[src/rtl/ysyx_22050612_pkg.sv]
// Shared decode constants for the ysyx_22050612 decode stage: instruction
// format codes, RV32I/RV64I major opcodes and the opcode classifier.
package ysyx_22050612_pkg;

    // Instruction format codes carried on out_itype
    localparam logic [2:0] IT_R   = 3'd0;
    localparam logic [2:0] IT_I   = 3'd1;
    localparam logic [2:0] IT_S   = 3'd2;
    localparam logic [2:0] IT_B   = 3'd3;
    localparam logic [2:0] IT_U   = 3'd4;
    localparam logic [2:0] IT_J   = 3'd5;
    localparam logic [2:0] IT_ILL = 3'd6;

    // Major opcodes (inst[6:0])
    localparam logic [6:0] OP_LUI    = 7'b0110111;
    localparam logic [6:0] OP_AUIPC  = 7'b0010111;
    localparam logic [6:0] OP_JAL    = 7'b1101111;
    localparam logic [6:0] OP_JALR   = 7'b1100111;
    localparam logic [6:0] OP_BRANCH = 7'b1100011;
    localparam logic [6:0] OP_LOAD   = 7'b0000011;
    localparam logic [6:0] OP_STORE  = 7'b0100011;
    localparam logic [6:0] OP_IMM    = 7'b0010011;
    localparam logic [6:0] OP_IMM32  = 7'b0011011;
    localparam logic [6:0] OP        = 7'b0110011;
    localparam logic [6:0] OP32      = 7'b0111011;
    localparam logic [6:0] OP_SYSTEM = 7'b1110011;

    localparam logic [31:0] INST_EBREAK = 32'h0010_0073;

    // Map a major opcode to its format. Every listed opcode ends in 2'b11,
    // so compressed encodings fall through to IT_ILL on their own.
    // The word-sized opcodes only exist on RV64.
    function automatic logic [2:0] classify(input logic [6:0] opcode, input logic rv64);
        logic [2:0] t;
        t = IT_ILL;
        case (opcode)
            OP_LUI, OP_AUIPC:            t = IT_U;
            OP_JAL:                      t = IT_J;
            OP_JALR, OP_LOAD, OP_IMM,
            OP_SYSTEM:                   t = IT_I;
            OP_BRANCH:                   t = IT_B;
            OP_STORE:                    t = IT_S;
            OP:                          t = IT_R;
            OP_IMM32:                    t = rv64 ? IT_I : IT_ILL;
            OP32:                        t = rv64 ? IT_R : IT_ILL;
            default:                     t = IT_ILL;
        endcase
        return t;
    endfunction

endpackage

[src/rtl/ysyx_22050612_imm_gen.sv]
// Immediate generator: builds the immediate selected by itype from the raw
// instruction word and sign-extends it to XLEN. R and ILL yield zero.
module ysyx_22050612_imm_gen
    import ysyx_22050612_pkg::*;
#(
    parameter int XLEN = 64
) (
    input  logic [31:0]     inst,
    input  logic [2:0]      itype,
    output logic [XLEN-1:0] imm
);

    logic [31:0] imm_i;
    logic [31:0] imm_s;
    logic [31:0] imm_b;
    logic [31:0] imm_u;
    logic [31:0] imm_j;
    logic [31:0] imm_sel;

    // Every format fits in 32 bits, so build them at 32 and widen once
    assign imm_i = {{20{inst[31]}}, inst[31:20]};
    assign imm_s = {{20{inst[31]}}, inst[31:25], inst[11:7]};
    assign imm_b = {{19{inst[31]}}, inst[31], inst[7], inst[30:25], inst[11:8], 1'b0};
    assign imm_u = {inst[31:12], 12'b0};
    assign imm_j = {{11{inst[31]}}, inst[31], inst[19:12], inst[20], inst[30:21], 1'b0};

    // Select the immediate matching the decoded format
    always_comb begin
        imm_sel = 32'd0;
        case (itype)
            IT_I:    imm_sel = imm_i;
            IT_S:    imm_sel = imm_s;
            IT_B:    imm_sel = imm_b;
            IT_U:    imm_sel = imm_u;
            IT_J:    imm_sel = imm_j;
            default: imm_sel = 32'd0;
        endcase
    end

    generate
        if (XLEN == 64) begin : g_rv64
            assign imm = {{32{imm_sel[31]}}, imm_sel};
        end else begin : g_rv32
            assign imm = imm_sel;
        end
    endgenerate

endmodule

[src/rtl/ysyx_22050612_idu_stage.sv]
// Instruction decode stage: classifies and decodes {pc,inst} before
// registering, and holds results in a main register M plus a skid register K
// so in_ready is a pure flop and throughput stays at one per cycle.
module ysyx_22050612_idu_stage
    import ysyx_22050612_pkg::*;
#(
    parameter int XLEN = 64,
    parameter int PC_W = 64
) (
    input  logic            clk,
    input  logic            rst,
    input  logic            flush,
    input  logic            in_valid,
    output logic            in_ready,
    input  logic [PC_W-1:0] in_pc,
    input  logic [31:0]     in_inst,
    output logic            out_valid,
    input  logic            out_ready,
    output logic [PC_W-1:0] out_pc,
    output logic [2:0]      out_itype,
    output logic [XLEN-1:0] out_imm,
    output logic [4:0]      out_rd,
    output logic [4:0]      out_rs1,
    output logic [4:0]      out_rs2,
    output logic [2:0]      out_funct3,
    output logic [6:0]      out_funct7,
    output logic [6:0]      out_opcode,
    output logic            out_rd_wen,
    output logic            out_is_ebreak,
    output logic            out_illegal
);

    typedef struct packed {
        logic [PC_W-1:0] pc;
        logic [2:0]      itype;
        logic [XLEN-1:0] imm;
        logic [4:0]      rd;
        logic [4:0]      rs1;
        logic [4:0]      rs2;
        logic [2:0]      funct3;
        logic [6:0]      funct7;
        logic [6:0]      opcode;
        logic            rd_wen;
        logic            is_ebreak;
        logic            illegal;
    } bundle_t;

    bundle_t         dec_bundle;
    bundle_t         m_reg;
    bundle_t         k_reg;
    logic            m_valid_reg;
    logic            k_valid_reg;
    logic [2:0]      dec_itype;
    logic [XLEN-1:0] dec_imm;
    logic            accept;
    logic            m_free;

    assign dec_itype = classify(in_inst[6:0], XLEN == 64);

    ysyx_22050612_imm_gen #(
        .XLEN (XLEN)
    ) u_imm_gen (
        .inst  (in_inst),
        .itype (dec_itype),
        .imm   (dec_imm)
    );

    // Full decode of the incoming word, ready to be captured into M or K
    always_comb begin
        dec_bundle           = '0;
        dec_bundle.pc        = in_pc;
        dec_bundle.itype     = dec_itype;
        dec_bundle.imm       = dec_imm;
        dec_bundle.rd        = in_inst[11:7];
        dec_bundle.rs1       = in_inst[19:15];
        dec_bundle.rs2       = in_inst[24:20];
        dec_bundle.funct3    = in_inst[14:12];
        dec_bundle.funct7    = in_inst[31:25];
        dec_bundle.opcode    = in_inst[6:0];
        dec_bundle.rd_wen    = ((dec_itype == IT_R) || (dec_itype == IT_I) ||
                                (dec_itype == IT_U) || (dec_itype == IT_J)) &&
                               (in_inst[11:7] != 5'd0);
        dec_bundle.is_ebreak = (in_inst == INST_EBREAK);
        dec_bundle.illegal   = (dec_itype == IT_ILL);
    end

    // in_ready only reflects the skid register, never out_ready
    assign in_ready = !k_valid_reg;
    assign accept   = in_valid && in_ready;
    // M can take new data when empty or when it is being consumed this cycle
    assign m_free   = !m_valid_reg || out_ready;

    // M/K skid control; K is only ever occupied while M is occupied
    always_ff @(posedge clk) begin
        if (rst) begin
            m_valid_reg <= 1'b0;
            k_valid_reg <= 1'b0;
            m_reg       <= '0;
            k_reg       <= '0;
        end else if (flush) begin
            m_valid_reg <= 1'b0;
            k_valid_reg <= 1'b0;
        end else if (m_free) begin
            if (k_valid_reg) begin
                m_reg       <= k_reg;
                m_valid_reg <= 1'b1;
                k_valid_reg <= 1'b0;
            end else if (accept) begin
                m_reg       <= dec_bundle;
                m_valid_reg <= 1'b1;
            end else begin
                m_valid_reg <= 1'b0;
            end
        end else if (accept) begin
            k_reg       <= dec_bundle;
            k_valid_reg <= 1'b1;
        end
    end

    assign out_valid     = m_valid_reg;
    assign out_pc        = m_reg.pc;
    assign out_itype     = m_reg.itype;
    assign out_imm       = m_reg.imm;
    assign out_rd        = m_reg.rd;
    assign out_rs1       = m_reg.rs1;
    assign out_rs2       = m_reg.rs2;
    assign out_funct3    = m_reg.funct3;
    assign out_funct7    = m_reg.funct7;
    assign out_opcode    = m_reg.opcode;
    assign out_rd_wen    = m_reg.rd_wen;
    assign out_is_ebreak = m_reg.is_ebreak;
    assign out_illegal   = m_reg.illegal;

endmodule

[config.mk]
export PLATFORM = sky130hd
export DESIGN_NAME = ysyx_22050612_idu_stage
export DESIGN_NICKNAME = d
export VERILOG_FILES = /design/src/rtl/ysyx_22050612_pkg.sv /design/src/rtl/ysyx_22050612_imm_gen.sv /design/src/rtl/ysyx_22050612_idu_stage.sv
export SDC_FILE = /design/constraint.sdc
export NUM_CORES = 1
export LEC_CHECK = 0
export BUFFER_PORTS_ARGS = -buffer_cell sky130_fd_sc_hd__clkbuf_2
export CAP_MARGIN = 20
export CORE_MARGIN = 1
export CORE_UTILIZATION = 35
export DETAILED_ROUTE_END_ITERATION = 8
export SYNTH_ARGS = -nofsm -noshare
export SYNTH_HDL_FRONTEND = slang
export SYNTH_SLANG_ARGS = --single-unit
[constraint.sdc]
create_clock -name clk -period 2.19 [get_ports clk]
set_input_delay 0.1095 -clock clk [delete_from_list [all_inputs] [get_ports clk]]
set_output_delay 0.1095 -clock clk [all_outputs]
set_load 0.03 [all_outputs]
**Word level (Yosys, flattened, before mapping)**

Cells that the tools add are included.

- Output and inout bits: 168
- Bits in registers: 302
- Bits of input ports: 101

- Equal/unequal tests: 19
- Bitwise logic cells: 2
- Reductions and logical operators: 18
- Multiplexer cells: 6

Operator list:

| cell | count |
|---|---|
| $mux W166 | 2 |
| $pmux W32 S5 | 1 |
| $eq A32 B21 Y1 const B | 1 |
| $eq A7 B6 Y1 const B | 4 |
| $eq A7 B7 Y1 const B | 4 |
| $eq A7 B5 Y1 const B | 3 |
| $pmux W3 S6 | 1 |
| $eq A3 B3 Y1 const B | 3 |
| $eq A7 B2 Y1 const B | 1 |
| $eq A3 B2 Y1 const B | 2 |
| $reduce_and A3 Y1 | 2 |
| $reduce_or A2 Y1 | 3 |
| $reduce_bool A5 Y1 | 1 |
| $reduce_or A5 Y1 | 1 |
| $logic_or A1 B1 Y1 | 4 |
| $eq A3 B1 Y1 const B | 1 |
| $logic_not A3 Y1 | 1 |
| $reduce_or A3 Y1 | 1 |
| $logic_and A1 B1 Y1 | 2 |
| $logic_not A1 Y1 | 2 |
| $mux W1 | 2 |
| $not A1 Y1 | 2 |
| $reduce_bool A2 Y1 | 1 |

**Logic depth before layout (Yosys ltp)**

Gate-level depths: netlist of the first run.

- Depth in word-level cells: 10
- Mapped depth: 8
- Depth with buffers taken out: 5

**Hierarchy**

Synthesis of the first run repeated with hierarchy kept, for this count alone.

- Cell total of the unflattened synthesis: 1609
- Area total of the unflattened synthesis: 13787.0 µm²

Modules (own cells, without submodules):

| module | cells each | sequential area each (µm²) | area each (µm²) | instances |
|---|---|---|---|---|
| ysyx_22050612_idu_stage | 1511 | 6686.4 | 13156.4 | 1 |
| ysyx_22050612_imm_gen | 98 | 0.0 | 630.6 | 1 |

**Worst setup path before layout of the first run**

Ideal clock, no wire load.

- Kind: reg2reg
- Start: register m_valid_reg (netlist: out_valid)
- End: register m_reg (netlist bit out_imm[16])
- Clock period less this slack: 1.751 ns
- Buffers on the path: 2
- Setup time: 0.095 ns
- Path slack: 0.439 ns
- Data arrival time: 1.656 ns
- Cell stages (with the launch flop): 7
- Required time: 2.095 ns
- Cells stage by stage: dfxtp_1 -> nor2b_1 -> or3_1 -> buf_4 -> clkbuf_1 -> nand2_1 -> a221oi_1

- Word-level cells in the longest chain between the ends: 3

RTL lines:

| element | line | RTL |
|---|---|---|
| start: declaration | ysyx_22050612_idu_stage.sv:51 | `logic m_valid_reg;` |
| start signal: assignment | ysyx_22050612_idu_stage.sv:96 | `m_valid_reg <= 1'b0;` |
| start signal: assignment | ysyx_22050612_idu_stage.sv:101 | `m_valid_reg <= 1'b0;` |
| start signal: assignment | ysyx_22050612_idu_stage.sv:106 | `m_valid_reg <= 1'b1;` |
| $logic_not A1 Y1 | ysyx_22050612_idu_stage.sv:91 | `assign m_free = !m_valid_reg \|\| out_ready;` |
| $logic_or A1 B1 Y1 | ysyx_22050612_idu_stage.sv:91 |  |
| $reduce_and A3 Y1 (no line) | n/a |  |
| end signal: assignment | ysyx_22050612_idu_stage.sv:105 | `m_reg <= k_reg;` |
| end signal: assignment | ysyx_22050612_idu_stage.sv:109 | `m_reg <= dec_bundle;` |
| end: declaration | ysyx_22050612_idu_stage.sv:49 | `bundle_t m_reg;` |

Every way passes these cells.
A chain may end at the register's enable or synchronous reset.

**Final worst setup path of the first run**

- Start: register k_valid_reg
- End: output port in_ready

- Word-level cells in the longest chain between the ends: 1

RTL lines:

| element | line | RTL |
|---|---|---|
| start: declaration | ysyx_22050612_idu_stage.sv:52 | `logic k_valid_reg;` |
| start signal: assignment | ysyx_22050612_idu_stage.sv:97 | `k_valid_reg <= 1'b0;` |
| start signal: assignment | ysyx_22050612_idu_stage.sv:102 | `k_valid_reg <= 1'b0;` |
| start signal: assignment | ysyx_22050612_idu_stage.sv:107 | `k_valid_reg <= 1'b0;` |
| $logic_not A1 Y1 | ysyx_22050612_idu_stage.sv:88 | `assign in_ready = !k_valid_reg;` |
| end: declaration | ysyx_22050612_idu_stage.sv:14 | `output logic in_ready,` |

Every way passes these cells.

==> results.md, run 1 <==
* Die H at between 150 and 200 um
* Setup TNS at 0 ns
* CP max FO at 22
* Final WL at 32,400 um
* Clock Pin Slew Worst Setup and Hold Paths at about 0.060 ns
* Slowest CP cell: dfxtp_4
* Worst Slack Setup Final at roughly 0.22 ns
* DP Worst Slack at between 0.2 and 0.25 ns
* Leading post-synthesis cells by cell area: dfxtp_1 (48%), mux2i_1 (8.7%), a211oi_1 (8.6%), nand2_1 (8.2%), a21oi_1 (5.4%)
* Port buffer count at between 200 and 300
* Syn_nets at 1,418
* Max Freq at a little over 500 MHz
* Worst hold path type: input pin to flop
* Crit path to: in_ready
* Area after DPL at ~13,000 um^2
* CTS tree: done
* Vias/cell at a little over 5
* Syn_area_per_cell at 8.53 um^2
* Maxcap violations at 0
* Family with the most delay on the worst path: buffers and inverters
* NumNets Final at 1,695
* DRT Pass-1 Iters at 5
* CP Depth at 3
* Number of global-route vias before repair at about 9,400
* Die area at 32,800 um^2
* Post-placement cell count at 1,864
* Yosys warning count at 0
* Outcome: finished clean
* DR vias at 10,200
* VDD IR-drop max at approximately 0.0006 V
* Power per cell area at approximately 810 nW/um^2
* Worst-Skew Late Latency at 0.56 ns
* CP Class: flop to primary output
* Yosys reg bits at 270
* CTS resizes at 0
* Ys async rst share at 0%
* Die W at around 180 um
* Total GRT Usage at 19.0%
* Layout cells sized above 1 at a little over a fifth
* Worst R2R Start: k_valid_reg
* Synth top area share at approximately half
* DRT iter0 DRCs at 554
* Crit path DAT at about 1.9 ns
* Seq/Total Area, Yosys at between 40 and 50%
* Gate count of the mapped netlist at 1,317
* H-tree levels at 1
* # IOs at approximately 270
* Num CTS Buffers at 30
* Critical Path Max Stage Delay at around 0.43 ns
* Post-detail-place hpwl at between 20,000 and 25,000 um
* Worst setup startpoint: k_valid_reg
* DRC at 0
* Tcrit/Tclk final at 89.9%
* Post-synth EDFFs at 0
* R2R depth at 6
* Setup violators final at 0
* Rows at between 60 and 70
* Post-synth top cells: dfxtp_1 (270), nand2_1 (246), nor2_1 (153)
* Initial antenna violation count at 0
* Initial Util at a little over a third
* Count leader, synth: dfxtp_1
* WL per Instance at ~16 um
* Ant. Diodes at 0
* Worst Path Required at 2.08 ns
* Clk sink count at 270
* CP endpoint kind: primary output
* CP Cell Sequence: inv_1 -> buf_4 -> clkbuf_2
* Netlist cell types at 45
* Post-synth top flop: dfxtp_1
* Leading area contributor after synthesis: dfxtp_1
* CTS Buffer Depth at 3
* Number of fill cells in the layout at around 3,100
* Antenna viol nets, final at 0
* Final hold vios at 0
* Max-slew headroom at 31.4%
* Fin cells at slightly above 2,000
* Clock skew at ~0.017 ns
* Max FFs per register at between 100 and 150
* Util after Layout at 46.4%
* Crit path launch type: flop
* Grt total ovfl at 0
* Worst slew pin tran at between 1 and 1.5 ns
* Capture point of the worst reg-to-reg path: k_reg[1]
* Max Slew Vio Count at 0
* Area Growth Syn to Fin at 30.4%
* Unrepaired setup endpoints after global routing: false
* Largest net degree at the start of global routing at between 100 and 150
* Core area at between 30,000 and 40,000 um^2
* FF-to-FF setup slack at 0.28 ns
* Crit path buf inv count at 3
* First-pass GRT wire length at around 51,000 um
* Mapped cell area at ~11,000 um^2
* Clock root buffer: clkbuf_16
* Fin crit period at approximately 2.0 ns
* Leakage Power at between 0.005 and 0.006 uW
* Fin area at about 15,000 um^2
* GP Congestion at 0.863
per-stage QoR:
step	hold slack (ns)	total power, uW
after CTS	0.0171	12000
final	0.0433	11800
after detailed placement	0.352	6660
after global routing	0.0795	12300
after global placement	0.345	6640
after floorplan	0.188	6200
power breakdown:
group / switching [uW] / total, uW / internal, uW
Sequential: 92.8 / 5180 / 5080
Combinational: 988 / 1520 / 527
Clock: 2040 / 5140 / 3100
metal layers:
layer	track usage [%]	routed length [um]	vias to the layer above
li1	-	-	5122
met1	25.0	14800	4723
met2	31.1	14900	281
met3	4.09	1970	49
met4	5.59	790	0
met5	0	0	-
area by class of cell:
class	count	area, um^2	area share, %
sequential	270	5410	36.9
multi-input combinational	899	5090	34.8
timing repair buffer	391	2610	17.8
clock buffer	48	918	6.27
tap	402	503	3.44
clock inverter	7	103	0.701
inverter	2	7.51	0.0513
cell families (layout without fill, tap and decap cells):
logic type	after synthesis	after routing	synth area share [%]
simple gates	467	467	17.5
compound gates	333	333	18.8
flops	270	270	48.1
buf+inv	148	448	6.76
mux	98	98	8.73
xor+xnor	1	1	0.0780
tightest hold or removal path: cells and delay by family:
family / cells / cell delay [ns]
compound gates: 1 / 0.05
simple gates: 1 / 0.12
buf+inv: 1 / 0.26
layout by cell type (no fill, tap or decap), drive strengths merged, types with 3 or more instances in the layout:
cell / count
buf: 23
a32oi: 3
nand2: 247
a22oi: 11
nand4: 5
dfxtp: 270
nor2: 156
a221oi: 14
and2: 3
o22ai: 6
clkbuf: 316
dlygate4sd3: 100
and3: 8
nor4: 9
mux2i: 98
o21ai: 40
clkinv: 4
o21a: 3
nor2b: 4
nor3: 22
nand2b: 4
a21oi: 122
a211oi: 128
inv: 3
worst min-delay path by stage:
stage                           from    endpoint  slack, ns  cells past startpoint
after global routing      in_inst[4]    k_reg[7]       0.08                      3
final                     in_inst[4]    k_reg[7]       0.04                      3
after detailed placement   in_pc[23]  k_reg[125]       0.35                      3
after CTS                 in_inst[4]    k_reg[7]       0.02                      3
after global placement     in_pc[54]  k_reg[156]       0.35                      3
after floorplan                flush   out_valid       0.19                      1
repair_timing:
| item | in CTS | in global routing |
|---|---|---|
| hold buffers | 100 | 0 |
| buffers inserted | 0 | 0 |
| hold endpoints to repair | 221 | 0 |
| setup endpoints to repair | 0 | 0 |
(Power assumes the default switching activity.)
==> inputs of run 2 (changes only) <==
--- a/config.mk
+++ b/config.mk
@@ -10,6 +10,7 @@
 export CORE_MARGIN = 1
 export CORE_UTILIZATION = 35
 export DETAILED_ROUTE_END_ITERATION = 8
+export MAX_ROUTING_LAYER = met4
 export SYNTH_ARGS = -nofsm -noshare
 export SYNTH_HDL_FRONTEND = slang
 export SYNTH_SLANG_ARGS = --single-unit
==> run 2 against run 1 <==
Setup slack improved by 0.0057 ns. Die area did not move. Sequential share of layout area unchanged. Worst hold slack got worse by 0.0076 ns. Sequential cell count unchanged. Utilization unchanged.
==> results.md, run 2 (same netlist as run 1, synthesis figures left out) <==
* Core area at 31,600 um^2 (unchanged)
* # IOs at 269 (unchanged)
* Hold path depth at 3 (unchanged)
* Power per cell area at 808 nW/um^2 (about the same)
* Clock power frac at 43.4% (about the same)
* Die H at 181 um (unchanged)
* Maxcap violations at 0 (unchanged)
* Clock root buffer: clkbuf_16 (unchanged)
* Num CTS Buffers at 30 (unchanged)
* Number of fill cells in the layout at 3,072 (unchanged)
* Clock skew at 0.0191 ns (was 0.0171 ns)
* Layout cells sized above 1 at 21.8% (unchanged)
* Setup TNS at 0 ns (unchanged)
* FF-to-FF setup slack at 0.28 ns (about the same)
* Clk sink count at 270 (unchanged)
* Tcrit/Tclk final at 89.7% (was 89.9%)
* Unrepaired setup endpoints after global routing: false (unchanged)
* Fin area at 14,600 um^2 (unchanged)
* Critical Path Max Stage Delay at 0.43 ns (about the same)
* DRT Pass-1 Iters at 5 (unchanged)
* Rows at 65 (unchanged)
* Grt total ovfl at 0 (unchanged)
* Ant. Diodes at 0 (unchanged)
* Internal Power at 8710 uW (about the same)
* Outcome: finished clean (unchanged)
* CP Cell Sequence: inv_1 -> buf_4 -> clkbuf_2 (unchanged)
* CP Class: flop to primary output (unchanged)
* Area after DPL at 12,600 um^2 (unchanged)
* Most common cell after layout, fill and taps aside: dfxtp_1 (unchanged)
* Slowest CP cell: dfxtp_4 (unchanged)
* Crit path launch type: flop (unchanged)
* Worst R2R Start: k_valid_reg (unchanged)
* CP max FO at 22 (unchanged)
* Worst-Skew Late Latency at 0.56 ns (about the same)
* Psw at 3120 uW (about the same)
* Max Slew Vio Count at 0 (unchanged)
* Post-detail-place hpwl at 20,500 um (unchanged)
* Switch share at 26.4% (about the same)
* NumNets Final at 1,695 (unchanged)
* Hold_ws at 0.0357 ns (was 0.0433 ns)
* First-pass GRT wire length at 51,100 um (about the same)
* Setup violators final at 0 (unchanged)
* R2R depth at 6 (unchanged)
* Post-CTS Setup Inserts at 0 (unchanged)
* CTS tree: done (unchanged)
* Initial Util at 35.6% (unchanged)
* Largest net degree at the start of global routing at 109 (unchanged)
* DR vias at 10,200 (about the same)
* DRC at 0 (unchanged)
* Port buffer count at 268 (unchanged)
* Combinational power share at 12.8% (about the same)
* Max FFs per register at 134 (unchanged)
* Seq pwr share at 43.8% (about the same)
* Leakage Power at 0.00546 uW (unchanged)
* WL per Instance at 16.0 um (was 16.1 um)
* Fin crit period at 1.96 ns (was 1.97 ns)
* Commonest non-fill, non-tap cells in the layout: dfxtp_1 (269), clkbuf_2 (267), nand2_1 (246), nor2_1 (153), a211oi_1 (128) (unchanged)
* VDD IR-drop max at 0.000600 V (was 0.000602 V)
* Initial antenna violation count at 0 (unchanged)
* DRT iter0 DRCs at 545 (was 554)
* Worst Path Required at 2.08 ns (about the same)
* Vias/cell at 5.03 (was 5.04)
* Number of global-route vias before repair at 9,392 (was 9,402)
* Max-slew headroom at 30.9% (was 31.4%)
* Final hold vios at 0 (unchanged)
* HP Start: in_inst[4] (unchanged)
* Clock Pin Slew Worst Setup and Hold Paths at 0.06 ns (about the same)
* Final WL at 32,300 um (was 32,400 um)
* Worst slew pin tran at 1.03 ns (was 1.02 ns)
* Max Freq at 509 MHz (was 508 MHz)
* Crit path DAT at 1.85 ns (was 1.86 ns)
* Die W at 181 um (unchanged)
* Die area at 32,800 um^2 (unchanged)
* Capture point of the worst reg-to-reg path: k_reg[1] (unchanged)
* H-tree levels at 1 (unchanged)
* Hold Path Sink: k_reg[7] (unchanged)
* Antenna viol nets, final at 0 (unchanged)
* Total GRT Usage at 19.6% (was 19.0%)
* CTS Buffer Depth at 3 (unchanged)
* GP Congestion at 0.877 (was 0.863)
* Area Growth Syn to Fin at 30.4% (unchanged)
* Worst hold path type: input pin to flop (unchanged)
* CP endpoint kind: primary output (unchanged)
run 2: worst max path at each step:
stage                      from     endpoint  slack [ns]  cells after the start
detailed placement   in_inst[4]    k_reg[62]        0.22                      6
finish              k_valid_reg     in_ready        0.23                      3
global route         in_inst[2]    k_reg[56]        0.08                      7
floorplan             out_valid  out_imm[16]        0.44                      6
CTS                 k_valid_reg     in_ready        0.21                      3
global placement    k_valid_reg     k_reg[1]        0.25                      6
run 2: power groups by stage:
stage                     sequential (uW)  combinational, uW  clock, uW
final                                5180               1510       5140
after global routing                 5200               1630       5460
after CTS                            5180               1520       5270
after detailed placement             5280               1380          0
after global placement               5280               1360          0
after floorplan                      5570                630          0
run 2: through the flow:
step           util [%]  total power, uW  std cells  setup slack [ns]
6_report           46.4            11800       2019             0.226
3_3_place_gp       40.0             6640       1864             0.252
3_5_place_dp       40.0             6660       1864             0.215
5_1_grt            46.4            12300       2019            0.0820
4_1_cts            46.4            12000       2019             0.210
2_1_floorplan         -             6200       1317             0.439
run 2: worst max-delay path: cells and delay by family (launching register included):
kind                   cells  cell delay, ns
buffers and inverters      3            0.87
flip-flops                 1            0.43
run 2: cell type report:
cell class	count	area, um^2	area share (%)
Clock inverter	7	103	0.701
Sequential cell	270	5410	36.9
Multi-Input combinational cell	899	5090	34.8
Tap cell	402	503	3.44
Inverter	2	7.51	0.0513
Clock buffer	48	918	6.27
Timing Repair Buffer	391	2610	17.8
run 2: per-layer routing:
layer	track usage, %	share of wire (%)	vias up
li1	-	-	5126
met1	25.3	46	4712
met2	31.0	46	268
met3	3.73	5.5	52
met4	5.59	2.5	0
met5	-	0	-
run 2: what timing repair did:
action	CTS	global route
hold buffers	100	0
resized for setup	0	0
setup endpoints to repair	0	0
endpoints found under the hold margin	221	0
